<file path="src/rtl/phy_rx_pkg.sv">
// Shared constants and types for the RGMII receive framer and the CRC-32 helper.
// The TX path imports the same package for its FCS generator.
package phy_rx_pkg;

  typedef enum logic [1:0] {
    ST_IDLE     = 2'd0,
    ST_PREAMBLE = 2'd1,
    ST_PAYLOAD  = 2'd2,
    ST_DROP     = 2'd3
  } rx_state_e;

  localparam logic [7:0]  PRE_BYTE      = 8'h55;
  localparam logic [7:0]  SFD_BYTE      = 8'hD5;

  localparam logic [31:0] CRC_INIT      = 32'hFFFF_FFFF;
  localparam logic [31:0] CRC_POLY      = 32'hEDB8_8320;
  localparam logic [31:0] CRC_RESIDUE   = 32'hDEBB_20E3;

  localparam logic [15:0] MIN_FRAME_LEN = 16'd64;
  localparam logic [3:0]  PRE_CNT_MAX   = 4'hF;

  // Frame length counter saturates so a runaway carrier cannot wrap into a legal length.
  function automatic logic [15:0] sat_inc16(input logic [15:0] v);
    return (v == 16'hFFFF) ? v : v + 16'd1;
  endfunction

endpackage

</file>
<file path="src/rtl/phy_crc32_d8.sv">
// Combinational byte-wide update of the reflected Ethernet CRC-32 (no final inversion).
// Shared between the RX residue check and the TX FCS generator.
module phy_crc32_d8
  import phy_rx_pkg::*;
(
  input  logic [31:0] crc_in,
  input  logic [7:0]  data,
  output logic [31:0] crc_out
);

  logic [31:0] c;

  always_comb begin
    c = crc_in ^ {24'd0, data};
    for (int i = 0; i < 8; i++) begin
      c = c[0] ? ((c >> 1) ^ CRC_POLY) : (c >> 1);
    end
    crc_out = c;
  end

endmodule

</file>
<file path="src/rtl/phy_rx_frame.sv">
// RGMII receive framer: rebuilds bytes from the DDR nibble pairs, strips preamble/SFD,
// checks FCS and length, and streams each frame with last/bad marking. No back-pressure.
module phy_rx_frame
  import phy_rx_pkg::*;
#(
  parameter int unsigned MIN_PREAMBLE = 1,
  parameter int unsigned MAX_LEN      = 1518
) (
  input  logic       phy_clk,
  input  logic       phy_rst,
  input  logic [3:0] rxd_q1,
  input  logic [3:0] rxd_q2,
  input  logic       rxctl_q1,
  input  logic       rxctl_q2,
  output logic [7:0] m_axis_tdata,
  output logic       m_axis_tvalid,
  output logic       m_axis_tlast,
  output logic       m_axis_tuser,
  output logic       stat_frame_ok,
  output logic       stat_frame_bad,
  output logic       stat_pre_err
);

  localparam logic [1:0] S_IDLE     = ST_IDLE;
  localparam logic [1:0] S_PREAMBLE = ST_PREAMBLE;
  localparam logic [1:0] S_PAYLOAD  = ST_PAYLOAD;
  localparam logic [1:0] S_DROP     = ST_DROP;

  // Input stage
  logic [7:0]  r_byte;
  logic        r_dv;
  logic        r_er;

  // Framer state
  logic [1:0]  state_reg,   state_next;
  logic [3:0]  pre_cnt_reg, pre_cnt_next;
  logic [31:0] crc_reg,     crc_next;
  logic [15:0] len_reg,     len_next;
  logic        err_reg,     err_next;
  logic        rst_hold_reg;

  // Registered outputs
  logic [7:0]  tdata_reg,   tdata_next;
  logic        tvalid_reg,  tvalid_next;
  logic        tlast_reg,   tlast_next;
  logic        tuser_reg,   tuser_next;
  logic        ok_reg,      ok_next;
  logic        bad_reg,     bad_next;
  logic        pre_err_reg, pre_err_next;

  // Per-byte datapath
  logic [31:0] crc_calc;
  logic [15:0] len_inc;
  logic        err_inc;
  logic        frame_bad;
  logic        pre_ok;

  phy_crc32_d8 u_crc (
    .crc_in  (crc_reg),
    .data    (r_byte),
    .crc_out (crc_calc)
  );

  assign len_inc   = sat_inc16(len_reg);
  assign err_inc   = err_reg | r_er;
  assign pre_ok    = (32'(pre_cnt_reg) >= MIN_PREAMBLE);
  assign frame_bad = err_inc
                   | (crc_calc != CRC_RESIDUE)
                   | (len_inc < MIN_FRAME_LEN)
                   | (32'(len_inc) > MAX_LEN);

  always_ff @(posedge phy_clk) begin
    if (phy_rst) begin
      r_byte       <= 8'h00;
      r_dv         <= 1'b0;
      r_er         <= 1'b0;
      state_reg    <= S_DROP;
      pre_cnt_reg  <= 4'd0;
      crc_reg      <= CRC_INIT;
      len_reg      <= 16'd0;
      err_reg      <= 1'b0;
      rst_hold_reg <= 1'b1;
      tdata_reg    <= 8'h00;
      tvalid_reg   <= 1'b0;
      tlast_reg    <= 1'b0;
      tuser_reg    <= 1'b0;
      ok_reg       <= 1'b0;
      bad_reg      <= 1'b0;
      pre_err_reg  <= 1'b0;
    end else begin
      r_byte       <= {rxd_q2, rxd_q1};
      r_dv         <= rxctl_q1;
      r_er         <= rxctl_q1 ^ rxctl_q2;
      state_reg    <= state_next;
      pre_cnt_reg  <= pre_cnt_next;
      crc_reg      <= crc_next;
      len_reg      <= len_next;
      err_reg      <= err_next;
      rst_hold_reg <= 1'b0;
      tdata_reg    <= tdata_next;
      tvalid_reg   <= tvalid_next;
      tlast_reg    <= tlast_next;
      tuser_reg    <= tuser_next;
      ok_reg       <= ok_next;
      bad_reg      <= bad_next;
      pre_err_reg  <= pre_err_next;
    end
  end

  always_comb begin
    state_next   = state_reg;
    pre_cnt_next = pre_cnt_reg;
    crc_next     = crc_reg;
    len_next     = len_reg;
    err_next     = err_reg;
    tdata_next   = 8'h00;
    tvalid_next  = 1'b0;
    tlast_next   = 1'b0;
    tuser_next   = 1'b0;
    ok_next      = 1'b0;
    bad_next     = 1'b0;
    pre_err_next = 1'b0;

    case (state_reg)
      S_IDLE: begin
        if (r_dv) begin
          if (r_byte == PRE_BYTE) begin
            state_next   = S_PREAMBLE;
            pre_cnt_next = 4'd1;
          end else begin
            state_next   = S_DROP;
            pre_err_next = 1'b1;
          end
        end
      end

      S_PREAMBLE: begin
        if (!r_dv) begin
          state_next   = S_IDLE;
          pre_err_next = 1'b1;
        end else if (r_byte == PRE_BYTE) begin
          pre_cnt_next = (pre_cnt_reg == PRE_CNT_MAX) ? pre_cnt_reg : pre_cnt_reg + 4'd1;
        end else if ((r_byte == SFD_BYTE) && pre_ok) begin
          state_next = S_PAYLOAD;
          crc_next   = CRC_INIT;
          len_next   = 16'd0;
          err_next   = 1'b0;
        end else begin
          state_next   = S_DROP;
          pre_err_next = 1'b1;
        end
      end

      S_PAYLOAD: begin
        if (r_dv) begin
          tdata_next  = r_byte;
          tvalid_next = 1'b1;
          crc_next    = crc_calc;
          len_next    = len_inc;
          err_next    = err_inc;
          // Raw dv at the pins is one byte ahead of r_dv, so it tells us this byte is the last.
          if (!rxctl_q1) begin
            tlast_next = 1'b1;
            tuser_next = frame_bad;
            bad_next   = frame_bad;
            ok_next    = ~frame_bad;
            state_next = S_IDLE;
          end
        end else begin
          // SFD immediately followed by carrier loss: nothing was emitted, so nothing to close.
          state_next = S_IDLE;
        end
      end

      S_DROP: begin
        // The input register reads 0 right after reset; ignore that one cycle so a frame
        // still streaming through reset is not mistaken for an idle gap.
        if (!r_dv && !rst_hold_reg) begin
          state_next = S_IDLE;
        end
      end

      default: state_next = S_DROP;
    endcase
  end

  assign m_axis_tdata   = tdata_reg;
  assign m_axis_tvalid  = tvalid_reg;
  assign m_axis_tlast   = tlast_reg;
  assign m_axis_tuser   = tuser_reg;
  assign stat_frame_ok  = ok_reg;
  assign stat_frame_bad = bad_reg;
  assign stat_pre_err   = pre_err_reg;

endmodule

</file>
<file path="config.mk">
export PLATFORM = sky130hd
export DESIGN_NAME = phy_rx_frame
export DESIGN_NICKNAME = d
export VERILOG_FILES = /design/src/rtl/phy_rx_pkg.sv /design/src/rtl/phy_crc32_d8.sv /design/src/rtl/phy_rx_frame.sv
export SDC_FILE = /design/constraint.sdc
export NUM_CORES = 1
export LEC_CHECK = 0
export ABC_AREA = 1
export BUFFER_PORTS_ARGS = -buffer_cell sky130_fd_sc_hd__buf_2
export CAP_MARGIN = 10
export CORE_MARGIN = 2
export CORE_UTILIZATION = 31
export CTS_BUF_LIST = sky130_fd_sc_hd__clkbuf_16
export DETAILED_ROUTE_END_ITERATION = 6
export GPL_ROUTABILITY_DRIVEN = 0
export PLACE_DENSITY = 0.56
export SETUP_SLACK_MARGIN = 0.1
export SYNTH_ARGS = -nofsm -noshare
export SYNTH_HDL_FRONTEND = slang
export SYNTH_HIERARCHICAL = 1
export SYNTH_SLANG_ARGS = --single-unit
</file>
<file path="constraint.sdc">
create_clock -name phy_clk -period 2.1 [get_ports phy_clk]
set_input_delay 0.42 -clock phy_clk [delete_from_list [all_inputs] [get_ports phy_clk]]
set_output_delay 0.42 -clock phy_clk [all_outputs]
set_load 0.005 [all_outputs]
</file>
Word-level counts from Yosys, hierarchy flattened
Cells that the tools add are included.

Bits of input ports: 12. Register bits after elaboration: 79. Logic and storage cells: 117. Output and inout bits: 14.

Add/subtract/negate cells: 2. Bitwise logic cells: 17. Magnitude comparators: 3. Equal/unequal tests: 19. Mux-type cells: 48. Reduce and logical (&&, ||, !) cells: 13.

Operator list (number): $mux 32 (12); $not 13->14 (8); $mux 16 (5); $pmux 32 s2 (1); $ne 32x32->1 const B (1); $pmux 16 s2 (1); $xor 32x8->32 (1); $mux 4 (5); $ne 2x2->1 const B (9); $add 16x1->16 const B (1); $eq 16x16->1 const B (1); $gt 16x11->1 const B (1); $lt 16x7->1 const B (1); $mux 2 (7); $mux 1 (13); $eq 8x7->1 const B (1); $eq 8x8->1 const B (1); $pmux 2 s4 (1); $pmux 4 s2 (1); $ne 3x3->1 const B (2); $reduce_and 6->1 (1); $reduce_and 5->1 (1); $add 4x1->4 const B (1); $eq 2x2->1 const B (2); 15 further kinds (24).

Logic depth before layout (Yosys ltp)
Word-level depth: 22. Depth in mapped cells: 23.

Modules after synthesis
The synthesis kept the hierarchy.

Modules (own cells, without submodules): phy_rx_frame (times used 1, area an instance 3648.5 µm², cells an instance 513); phy_crc32_d8 (times used 1, area an instance 1293.7 µm², cells an instance 257).

Worst setup path after synthesis
No wires, ideal clock.

Path type: register to register. Start point: register r_byte[0]. End point: register bad_reg (netlist: stat_frame_bad). Cell stages (with the launch flop): 24. Slack: 147 ps. Arrival time: 1844 ps. Path buffers: 0. Setup time: 109 ps. Clock period less this slack: 1953 ps. Cells stage by stage: dfxtp_1 inv_1 nand2_1 nand2_4 nand2_8 nand2_8 inv_4 nand2_1 nand2_2 nand2_1 nand2_1 inv_1 inv_1 nand2_1 nor2_1 nand2_1 nor2_1 nand3_1 nor2_1 nand4_1 nor2_1 nand3_1 nand2_1 inv_1.

Elaborated cells on any way between the ends: 20.

RTL lines: from (decl) (line phy_rx_frame.sv:30) `logic [7:0] r_byte;`; from (signal assigned) (line phy_rx_frame.sv:91) `r_byte <= {rxd_q2, rxd_q1};`; $xor 32x8->32 (line phy_crc32_d8.sv:14) `c = crc_in ^ {24'd0, data};`; $mux 32 (8 in series) (line phy_crc32_d8.sv:16) `c = c[0] ? ((c >> 1) ^ CRC_POLY) : (c >> 1);`; named net crc_calc[28] (line phy_rx_frame.sv:52) `logic [31:0] crc_calc;`; $ne 32x32->1 (line phy_rx_frame.sv:68) `| (crc_calc != CRC_RESIDUE)`; $or 1x1->1 (line phy_rx_frame.sv:68); $or 1x1->1 (line phy_rx_frame.sv:69) `| (len_inc < MIN_FRAME_LEN)`; $or 1x1->1 (line phy_rx_frame.sv:70) `| (32'(len_inc) > MAX_LEN);`; to (signal assigned) (line phy_rx_frame.sv:105) `bad_reg <= bad_next;`; to (decl) (line phy_rx_frame.sv:48) `logic bad_reg, bad_next;`.

The timed path passes the listed nets, and every way through them passes these cells. A chain may end at the register's enable or synchronous reset.

Worst setup path in the final report
Start point: register crc_reg[0]. End point: register bad_reg (netlist: stat_frame_bad).

Elaborated cells on any way between the ends: 20.

RTL lines: from (decl) (line phy_rx_frame.sv:37) `logic [31:0] crc_reg, crc_next;`; from (signal assigned) (line phy_rx_frame.sv:96) `crc_reg <= crc_next;`; $xor 32x8->32 * (line phy_crc32_d8.sv:14); $mux 32 * (2 in series) (line phy_crc32_d8.sv:16); $not 13->14 (no source line); $mux 32 * (line phy_crc32_d8.sv:16); $not 13->14 (no source line); $mux 32 * (2 in series) (line phy_crc32_d8.sv:16); $not 13->14 (no source line); $mux 32 * (line phy_crc32_d8.sv:16); $not 13->14 (no source line); $mux 32 * (2 in series) (line phy_crc32_d8.sv:16); named net crc_calc[22] (line phy_rx_frame.sv:52); $ne 32x32->1 * (line phy_rx_frame.sv:68); $or 1x1->1 * (line phy_rx_frame.sv:68); $or 1x1->1 * (line phy_rx_frame.sv:69); $or 1x1->1 * (line phy_rx_frame.sv:70).

Mark *: on every way through the listed nets, which the timed path passes. The rest lies on a longest branch.

==> impl_results.md <==
* Post-route insts no fill at 1105
* Num CTS Buffers at 9
* Clock Tree Root: clkbuf_16
* Hold crit path type: primary input to flip-flop
* Power density cells at slightly below 700 nW/µm²
* Fin. Hold Viols at 0
* Min Hold Slack at ~0.26 ns
* Synthesized area at approximately 4900 µm²
* IO Port Bufs at 25
* Syn nets at just under 800
* Core ar. at 15710 µm²
* Pin count of the biggest net entering global routing at slightly below 50
* Num ports at 26
* Row cnt at between 40 and 50
* Initial core utilization at between 30% and 40%
* Vias in the first global route at 4730
* Clock power frac at about a third
* Maxcap violations at 0
* Synthesis-to-finish area growth at 37.90%
* Chip Height at around 130 µm
* Routed Antenna Nets at 0
* Max Slew Vio Count at 0
* Switching Share at 32.89%
* Worst skew pair latency at about 0.36 ns
* Final #Nets at about 900
* Total grt overflow at 0
* Worst vdd rail ir drop at roughly 0.00038 V
* Drt first-iter violations at approximately 300
* CP Max Fanout at 6
* CP Capture Type: flip-flop
* Max reg flops at 32
* Post-route DRC at 0
* Fmax at ~440 MHz
* Worst setup SP type: flip-flop
* Placed inst area at approximately 6000 µm²
* Arrival @ worst endpoint at about 2.5 ns
* Clock Tree Buf Depth at 2
* Most used cell, CP: nand2_1
* Vias per Instance at 4.600
* Cell with the most instances after synthesis: nand2_1
* Via count at between 5000 and 6000
* Top FF cell, synth: dfxtp_1
* Count of cell types in the netlist at 35
* Post-synth EDFFs at 0
* Reg power frac at between 30% and 40%
* Crit path largest cell delay at roughly 0.37 ns
* Number of diodes at 0
* Crit path cell chain: inv_4 > nand2_4 > nand2_8 > buf_4 > xor2_2 > nand2_1 > nand4_1 > nand2_1 > inv_1 > nand2_1 > nor2_1 > nand2_1 > nor2_2 > nand3_2 > nor2_1 > nand4_1 > nor2_1 > nand3_1 > nand2_1 > inv_1
* Global-route wire length before repair at 23020 µm
* Synth area leader: dfxtp_1
* H-tree Lvls at 3
* Post-synthesis async set-or-reset flop share at 0%
* Leak Pwr at ~3.2 nW
* Setup slack at placement at -0.3917 ns
* P_sw at between 1.5 and 2 mW
* Final Critical Period at approximately 2.3 ns
* Filler cells at between 1500 and 2000
* RSZ-0062 raised after global routing: true
* GRT Overall Usage at 17.42%
* Die X at roughly 130 µm
* Pre-antenna DRT Iters at 5
* Total die area at between 15000 and 20000 µm²
* Synth Instances at 770
* Yosys reg bits at 79
* Synth top area cells: dfxtp_1, nand2_1, inv_1
* Initial antenna violation count at 0
* Critical Path RT at ~2.4 ns
* Sequential area share after synthesis at between 30% and 40%
* Placed cell count at about 1100
* Comb pwr share at 33.0%
* Synth warnings at 6
* Status: finished, violations left
* Period utilization at 107.9%
* Share of layout cells above drive strength 1 at about 33%
* Final setup vio count at 2
* Slowest-stage cell, CP: dfxtp_4
* Least-Margin Pin Slew at between 0.5 and 0.6 ns
* CP delay by family, top: simple AND/OR/NAND/NOR gates
* Worst-path clk slew at about 0.070 ns
* Setup CP Type: flip-flop to flip-flop
* Hold buffers post-CTS at 0
* TritonCTS clock tree: yes
* Synth cell count leaders: nand2_1, inv_1, dfxtp_1
* Failing checks: negative setup slack
* Fin worst setup slack at -0.1666 ns
* Drt wl/cell at approximately 13 µm
* Clock sink count at around 80
* Yosys top cell area share at about a third
* Finished Cell Area at roughly 6800 µm²
* Internal at ~3.2 mW
* Post-layout util at between 40% and 50%
* Crit path buffers/inverters at 4
* Post-DP HPWL at about 10000 µm
* Final Skew at about 0.011 ns
* DRT Wirelength at ~14000 µm
* Synth Area per Inst at between 6 and 7 µm²
* Rel. slew slack at a little over three fifths
## per-stage QoR
step                power (mW)  setup TNS, ns
global placement         2.889        -0.7466
detailed placement       2.885        -0.7202
CTS                      4.585        -0.2454
floorplan                2.352              0
global route             4.986        -0.5765
finish                   4.722        -0.2888
## layout make-up
class | count | area (µm²) | share of cell area [%]
Inverter | 101 | 391.6 | 5.746
Clock inverter | 6 | 61.31 | 0.8996
Multi-Input combinational cell | 564 | 3286 | 48.21
Timing Repair Buffer | 130 | 962.2 | 14.12
Tap cell | 216 | 270.3 | 3.965
Clock buffer | 9 | 225.2 | 3.305
Sequential cell | 79 | 1619 | 23.76
## final timing paths
check | to | slack (ns) | startpoint | cells past startpoint
worst min register to register | crc_reg[22]$_SDFFE_PP1P_ | 0.47 | crc_reg[22]$_SDFFE_PP1P_ | 2
worst max-delay path | stat_frame_bad$_SDFF_PP0_ | -0.17 | crc_reg[0]$_SDFFE_PP1P_ | 20
worst min-delay path | r_byte[6]$_SDFF_PP0_ | 0.26 | rxd_q2[2] | 3
worst max register to register | stat_frame_bad$_SDFF_PP0_ | -0.17 | crc_reg[0]$_SDFFE_PP1P_ | 20
## worst reg2reg max path, stage by stage (launching register included)
cell and delay, ns:
dfxtp_4 0.37, inv_4 0.08, nand2_4 0.07, nand2_8 0.12
buf_4 0.15, xor2_2 0.15, nand2_1 0.10, nand4_1 0.08
nand2_1 0.08, inv_1 0.06, nand2_1 0.05, nor2_1 0.10
nand2_1 0.08, nor2_2 0.13, nand3_2 0.08, nor2_1 0.11
nand4_1 0.09, nor2_1 0.09, nand3_1 0.09, nand2_1 0.07
inv_1 0.03
## cell families after synthesis
group	Yosys count	synth area share [%]
flops	79	32.00
fa+ha+maj	4	1.013
compound gates	105	11.22
xor+xnor	40	7.367
buf+inv	127	10.08
simple gates	415	38.33
## power by group through the flow
stage | clock [mW] | combinational (mW) | sequential, mW
2_1_floorplan | 0 | 0.733 | 1.62
3_3_place_gp | 0 | 1.26 | 1.63
3_5_place_dp | 0 | 1.25 | 1.63
4_1_cts | 1.61 | 1.37 | 1.60
5_1_grt | 1.66 | 1.71 | 1.61
6_report | 1.56 | 1.56 | 1.60
## routing by layer
metal	track usage, %	wire length [µm]
met4	5.060	244
met5	0	0
met2	29.38	6657
met1	22.40	6723
met3	3.772	511
## what timing repair did
item	4_1_cts	5_1_grt
gates cloned	0	0
setup endpoints to repair	3	39
pin swaps	24	48
setup buffers	11	17
resized for setup	68	78
## layout by cell type, fill, tap and decap left out, types with 2 or more instances in the layout
cell type / n
clkinv_2: 2
xor2_1: 22
inv_2: 15
nand2_4: 23
nand2_8: 6
inv_4: 3
xnor2_1: 9
dfxtp_2: 9
nand2_1: 158
buf_4: 99
nand3b_1: 3
buf_6: 3
nor3_1: 37
nor2_1: 58
xor2_2: 6
inv_6: 2
ha_1: 4
nand3_1: 43
inv_1: 82
nand3_2: 11
o21ai_1: 8
or2_0: 2
a22oi_1: 4
dfxtp_4: 7
buf_2: 25
clkbuf_16: 9
a21oi_1: 47
o21ai_0: 40
nand2_2: 45
o21ai_2: 2
nor2_4: 3
dfxtp_1: 63
nor2_2: 10
nand4_1: 13
buf_12: 3
Power figures use the tool's default switching activity.
